### src/rtl/bp_me_addr_router.sv
// bp_me_addr_router
// Routes one command stream to num_dev_p local devices or the memory port,
// and returns the responses strictly in command order.
//
// Decode of cmd_addr_i:
//   non-local address (upper bits nonzero) -> memory port (index num_dev_p)
//   local, device ID <  num_dev_p          -> port ID
//   local, device ID >= num_dev_p          -> internal error target
// The error target always accepts, and answers with all-ones data and
// resp_err_o set.
//
// An order FIFO of outstanding_p entries records {err, port} for each
// accepted command. Its head selects the single port whose response may be
// returned next. Responses from other ports wait, and get no yumi, until
// their entry reaches the head.
//
// Ports:
//   clk_i, reset_n_i                       clock, async active-low reset
//   cmd_v_i / cmd_ready_o                  request handshake
//   cmd_addr_i, cmd_data_i, cmd_we_i       request fields
//   dev_cmd_v_o[num_dev_p:0]               one-hot forward valid
//   dev_cmd_addr_o/data_o/we_o             shared pass-through of cmd fields
//   dev_cmd_ready_i[num_dev_p:0]           per-port ready
//   dev_resp_v_i, dev_resp_data_i          per-port responses
//   dev_resp_yumi_o                        per-port response consume
//   resp_v_o, resp_data_o, resp_err_o      ordered response to requester
//   resp_yumi_i                            requester consumes response
module bp_me_addr_router #(
  parameter int num_dev_p            = 6,
  parameter int paddr_width_p        = 56,
  parameter int data_width_p         = 64,
  parameter int local_region_width_p = 24,
  parameter int dev_id_lsb_p         = 20,
  parameter int outstanding_p        = 4
) (
  input  logic                                  clk_i,
  input  logic                                  reset_n_i,

  input  logic                                  cmd_v_i,
  output logic                                  cmd_ready_o,
  input  logic [paddr_width_p-1:0]              cmd_addr_i,
  input  logic [data_width_p-1:0]               cmd_data_i,
  input  logic                                  cmd_we_i,

  output logic [num_dev_p:0]                    dev_cmd_v_o,
  output logic [paddr_width_p-1:0]              dev_cmd_addr_o,
  output logic [data_width_p-1:0]               dev_cmd_data_o,
  output logic                                  dev_cmd_we_o,
  input  logic [num_dev_p:0]                    dev_cmd_ready_i,

  input  logic [num_dev_p:0]                    dev_resp_v_i,
  input  logic [(num_dev_p+1)*data_width_p-1:0] dev_resp_data_i,
  output logic [num_dev_p:0]                    dev_resp_yumi_o,

  output logic                                  resp_v_o,
  output logic [data_width_p-1:0]               resp_data_o,
  output logic                                  resp_err_o,
  input  logic                                  resp_yumi_i
);

  localparam int port_w = $clog2(num_dev_p + 1);
  localparam int ptr_w  = $clog2(outstanding_p);
  localparam int cnt_w  = $clog2(outstanding_p + 1);
  localparam int id_w   = local_region_width_p - dev_id_lsb_p;

  typedef struct packed {
    logic              err;
    logic [port_w-1:0] port;
  } entry_t;

  // Order FIFO state
  entry_t             mem_q [outstanding_p];
  logic [ptr_w-1:0]   wptr_q, rptr_q;
  logic [cnt_w-1:0]   count_q, count_d;

  // Decode
  logic [id_w-1:0]    dev_id;
  entry_t             dec;
  logic               tgt_ready;
  logic               fifo_full, fifo_empty;
  logic               push, pop;
  entry_t             head;

  assign dev_id = cmd_addr_i[local_region_width_p-1:dev_id_lsb_p];

  // NOTE: every signal written in an always_comb gets a default first, so no
  // path through the block leaves it unassigned and no latch is inferred.
  always_comb begin
    dec.err  = 1'b0;
    dec.port = port_w'(num_dev_p);
    if (~|cmd_addr_i[paddr_width_p-1:local_region_width_p]) begin
      if (32'(dev_id) < 32'(num_dev_p)) begin
        dec.port = port_w'(dev_id);
      end else begin
        dec.err  = 1'b1;
        dec.port = '0;
      end
    end
  end

  assign fifo_full  = (count_q == cnt_w'(outstanding_p));
  assign fifo_empty = (count_q == '0);
  assign tgt_ready  = dec.err | dev_cmd_ready_i[dec.port];

  // reset_n_i gates the outputs directly so they are quiet during reset
  // regardless of what the inputs are doing.
  assign cmd_ready_o = reset_n_i & tgt_ready & ~fifo_full;
  assign push        = cmd_v_i & cmd_ready_o;

  always_comb begin
    dev_cmd_v_o = '0;
    if (reset_n_i && cmd_v_i && !fifo_full && !dec.err) begin
      dev_cmd_v_o[dec.port] = 1'b1;
    end
  end

  assign dev_cmd_addr_o = cmd_addr_i;
  assign dev_cmd_data_o = cmd_data_i;
  assign dev_cmd_we_o   = cmd_we_i;

  // Response path: head of the order FIFO picks the source.
  assign head = mem_q[rptr_q];

  always_comb begin
    resp_v_o    = 1'b0;
    resp_err_o  = 1'b0;
    resp_data_o = dev_resp_data_i[head.port*data_width_p +: data_width_p];
    if (head.err) begin
      resp_data_o = '1;
    end
    // count_q is cleared asynchronously, so an empty FIFO also covers reset.
    if (!fifo_empty) begin
      resp_err_o = head.err;
      resp_v_o   = head.err | dev_resp_v_i[head.port];
    end
  end

  assign pop = resp_yumi_i & resp_v_o;

  always_comb begin
    dev_resp_yumi_o = '0;
    if (pop && !head.err) begin
      dev_resp_yumi_o[head.port] = 1'b1;
    end
  end

  always_comb begin
    count_d = count_q;
    case ({push, pop})
      2'b10:   count_d = count_q + cnt_w'(1);
      2'b01:   count_d = count_q - cnt_w'(1);
      default: count_d = count_q;
    endcase
  end

  // NOTE: sequential state uses non-blocking assignments so every register
  // samples the pre-edge values, independent of statement order.
  always_ff @(posedge clk_i or negedge reset_n_i) begin
    if (!reset_n_i) begin
      wptr_q  <= '0;
      rptr_q  <= '0;
      count_q <= '0;
    end else begin
      // Pointers are log2(depth) wide, so they wrap modulo the depth.
      if (push) wptr_q <= wptr_q + ptr_w'(1);
      if (pop)  rptr_q <= rptr_q + ptr_w'(1);
      count_q <= count_d;
    end
  end

  // NOTE: the entry storage has no reset; count_q alone defines which
  // entries are live, so stale contents are never observed.
  always_ff @(posedge clk_i) begin
    if (push) begin
      mem_q[wptr_q] <= dec;
    end
  end

endmodule

### config.mk
export PLATFORM = sky130hd
export DESIGN_NAME = bp_me_addr_router
export DESIGN_NICKNAME = d
export VERILOG_FILES = /design/src/rtl/bp_me_addr_router.sv
export SDC_FILE = /design/constraint.sdc
export NUM_CORES = 1
export LEC_CHECK = 0
export BUFFER_PORTS_ARGS = -buffer_cell sky130_fd_sc_hd__buf_2
export CAP_MARGIN = 20
export CORE_AREA = 2 2 304 306
export DETAILED_ROUTE_END_ITERATION = 12
export DIE_AREA = 0 0 306 308
export PLACE_DENSITY = 0.32
export SYNTH_ARGS = -nofsm -noshare
export SYNTH_HDL_FRONTEND = slang
export SYNTH_SLANG_ARGS = --single-unit
### constraint.sdc
create_clock -name clk_i -period 5.2 [get_ports clk_i]
set_clock_uncertainty 0.2 [all_clocks]
set_input_delay 0.52 -clock clk_i [delete_from_list [all_inputs] [get_ports clk_i]]
set_output_delay 0.52 -clock clk_i [all_outputs]
set_load 0.02 [all_outputs]
==> impl_metrics.ini <==
[critical_path]
arrival_ps = 3870
r2r_start = rptr_q[0]$_DFFE_PN0P_
r2r_cells = 11
cp-end-kind = primary output
worstReg2RegEnd = count_q[2]$_DFFE_PN0P_
reg2reg_slack_ps = 1080
cp-start-kind = register
crit_type = reg -> out
path_max_fanout = 38
required_ps = 4480
critPathLaunch = rptr_q[0]$_DFFE_PN0P_

[worst_hold_path]
min_to = count_q[0]$_DFFE_PN0P_
worstHoldStart = count_q[0]$_DFFE_PN0P_
holdPathStages = 1
hold_path.class = reg -> reg

[power_and_ir_drop]
p_comb_share_pct = 92.2
p_leak_uw = 0.004142
p_sw_uw = 3758
switching_share_pct = 65.23
seqPwrFrac_pct = 5.0
power_per_cell_area_nw_per_um2 = 617.4
internal-power_uw = 2003
peakVddDrop_v = 0.0001650
p_clk_share_pct = 2.9

[floorplanning]
die-area_um2 = 94250
chipWidth_um = 306
start_util_pct = 6.068
die_y_um = 308
row_count = 111
ios = 789
core_um2 = 90970

[timing]
min_period_over_period_pct = 88.32
hold_viol_final = 0
drv_slew = 0
setup_viol = 0
relSlewSlack_pct = 42.93
post-route-min-period_ps = 4593
worst_pin_slew_ps = 854.2
rsz0062_at_grt = false
tns_ps = 0
max_freq_mhz = 217.7

[synth]
ys.flop_type = edfxtp_1
ys_ff_latch = 23
yosys.cell_types.count = 59
synthArstFlopShare_pct = 30.43
ys_seq_area_share_pct = 11.88
netlist_area_um2 = 5520
syn_area_per_cell_um2 = 8.047
synth_edf_count = 16
syn_nets = 1279
synth_warnings = 0
synth_cells = 686

[clocking]
path_clk_slew_ps = 60
post_cts_buffers = 0
cts_sinks = 23
post_cts_resized = 0
tritoncts = built
cts_hold_buf = 1
cts_max_level = 1
cts_made_buffers = 3
clk_latency_ps = 260
clockBufferDepth = 2
cts-root-buf = clkbuf_16

[grt]
grt_pass1_wl_mm = 76.71
grt_max_degree = 47
antenna_found_initial = 51
grt_pass1_vias = 8410
grt_usage_pct = 12.19
grt_overflow_total = 0

[layout]
multiInputGateArea_um2 = 3666
layout-drive-gt1-share_pct = 60.81
n_fill_cell = 10648
nNetsFinal = 1755
final_cell_area_um2 = 9330
area_growth_pct = 69.02
regArea_um2 = 655.6
final_util_pct = 10.26

[drt]
wl_met3_mm = 4.987
drc = 0
top_layer_used = met5
wire_per_inst_um = 26.01
vias_per_cell = 3.421
drt_wl_total_mm = 61.20
firstDrtPassIters = 8
vias = 8050
wl_met2_mm = 29.92
ant_nets = 0
met1_length_mm = 23.58
initialDrtViolationCount = 546

[placement]
dpl.hpwl_mm = 54.48
dpl_cell_area_um2 = 9225
globalplace.congestion = 0.8526
io_buffers = 618

[run]
maxCapViolCount = 0

[status]
status = complete, no violations
[worst max-delay path, stage by stage, from the launching register on]
cell and delay [ps]:
dfrtp_1 670, mux4_4 830, buf_4 350, nor2_2 690, a22oi_1 240, o211ai_1 520
buf_2 300
[cell usage after synthesis, drive strengths merged, types with 11 or more instances]
cell / number / area share, %
a21oi: 86 / 7.8
nand3: 38 / 3.4
a22o: 28 / 4.4
mux2: 12 / 2.6
a221oi: 34 / 7.2
o211ai: 18 / 2.5
clkbuf: 21 / 1.4
buf: 160 / 21
inv: 11 / 0.75
mux2i: 54 / 9.8
a22oi: 38 / 5.2
a222oi: 18 / 3.3
nor2: 41 / 2.8
edfxtp: 16 / 8.7
nor4: 11 / 1.4
[routing by layer]
metal / vias up / GRT usage (%)
li1: 3517 / -
met1: 3790 / 14.13
met2: 560 / 21.40
met3: 153 / 3.257
met4: 30 / 4.502
met5: - / 0
[per-stage QoR]
stage	total power (uW)	instances	hold WS, ps	setup slack (ps)
after floorplan	3210	686	24.41	2185
after global placement	5871	2342	174.1	758.6
after CTS	6070	2347	301.6	390.2
after global routing	6225	2352	339.9	339.1
after detailed placement	5888	2342	182.2	688.5
final	5761	2353	295.7	607.2
[placed cells by master, fill, tap and decap left out, types with 16 or more instances in the layout]
cell type and n:
buf_2 618, a21oi_1 86, mux2i_1 53, nor2_1 40
a22oi_1 38, nand3_1 38, buf_4 30, a22o_1 28
a221oi_1 18, a222oi_1 18, o211ai_1 17, a221oi_2 16
edfxtp_1 16
[final cells by class]
cell class / instances / area share (%)
diodes: 6 / 0.1609
inverters: 11 / 0.4425
well taps: 1186 / 15.90
repair buffers: 652 / 36.31
clock inverters: 1 / 0.05364
clock buffers: 3 / 0.8046
flip-flops and latches: 23 / 7.027
multi-input cells: 471 / 39.29
[cell families (layout without fill, tap and decap cells)]
family / after synthesis / after routing / share of synthesized area [%]
compound gates: 257 / 257 / 35.97
xor+xnor: 6 / 6 / 0.9519
fa+ha+maj: 6 / 6 / 1.496
buf+inv: 192 / 667 / 22.69
flops: 23 / 23 / 11.88
mux: 72 / 72 / 14.82
other cells: 0 / 6 / 0
simple gates: 130 / 130 / 12.19
[worst max-delay path by stage]
stage	to	slack, ps	cells past startpoint
2_1_floorplan	count_q[2]$_DFFE_PN0P_	2180	13
3_3_place_gp	resp_data_o[54]	760	6
3_5_place_dp	resp_data_o[63]	690	6
4_1_cts	resp_data_o[63]	390	6
5_1_grt	resp_data_o[63]	340	6
6_report	resp_data_o[34]	610	6
[registers in the layout, summed over array words and instances, names as in the netlist]
signal and count:
count_q 3, mem_q 16, rptr_q 2, wptr_q 2
[power groups by stage]
stage,sequential (uW),combinational (uW),clock (uW)
after CTS,288,5610,170
after floorplan,252,2960,0
after detailed placement,291,5600,0
after global placement,289,5580,0
final,286,5310,166
after global routing,296,5750,181
Power figures use the tool's default switching activity.
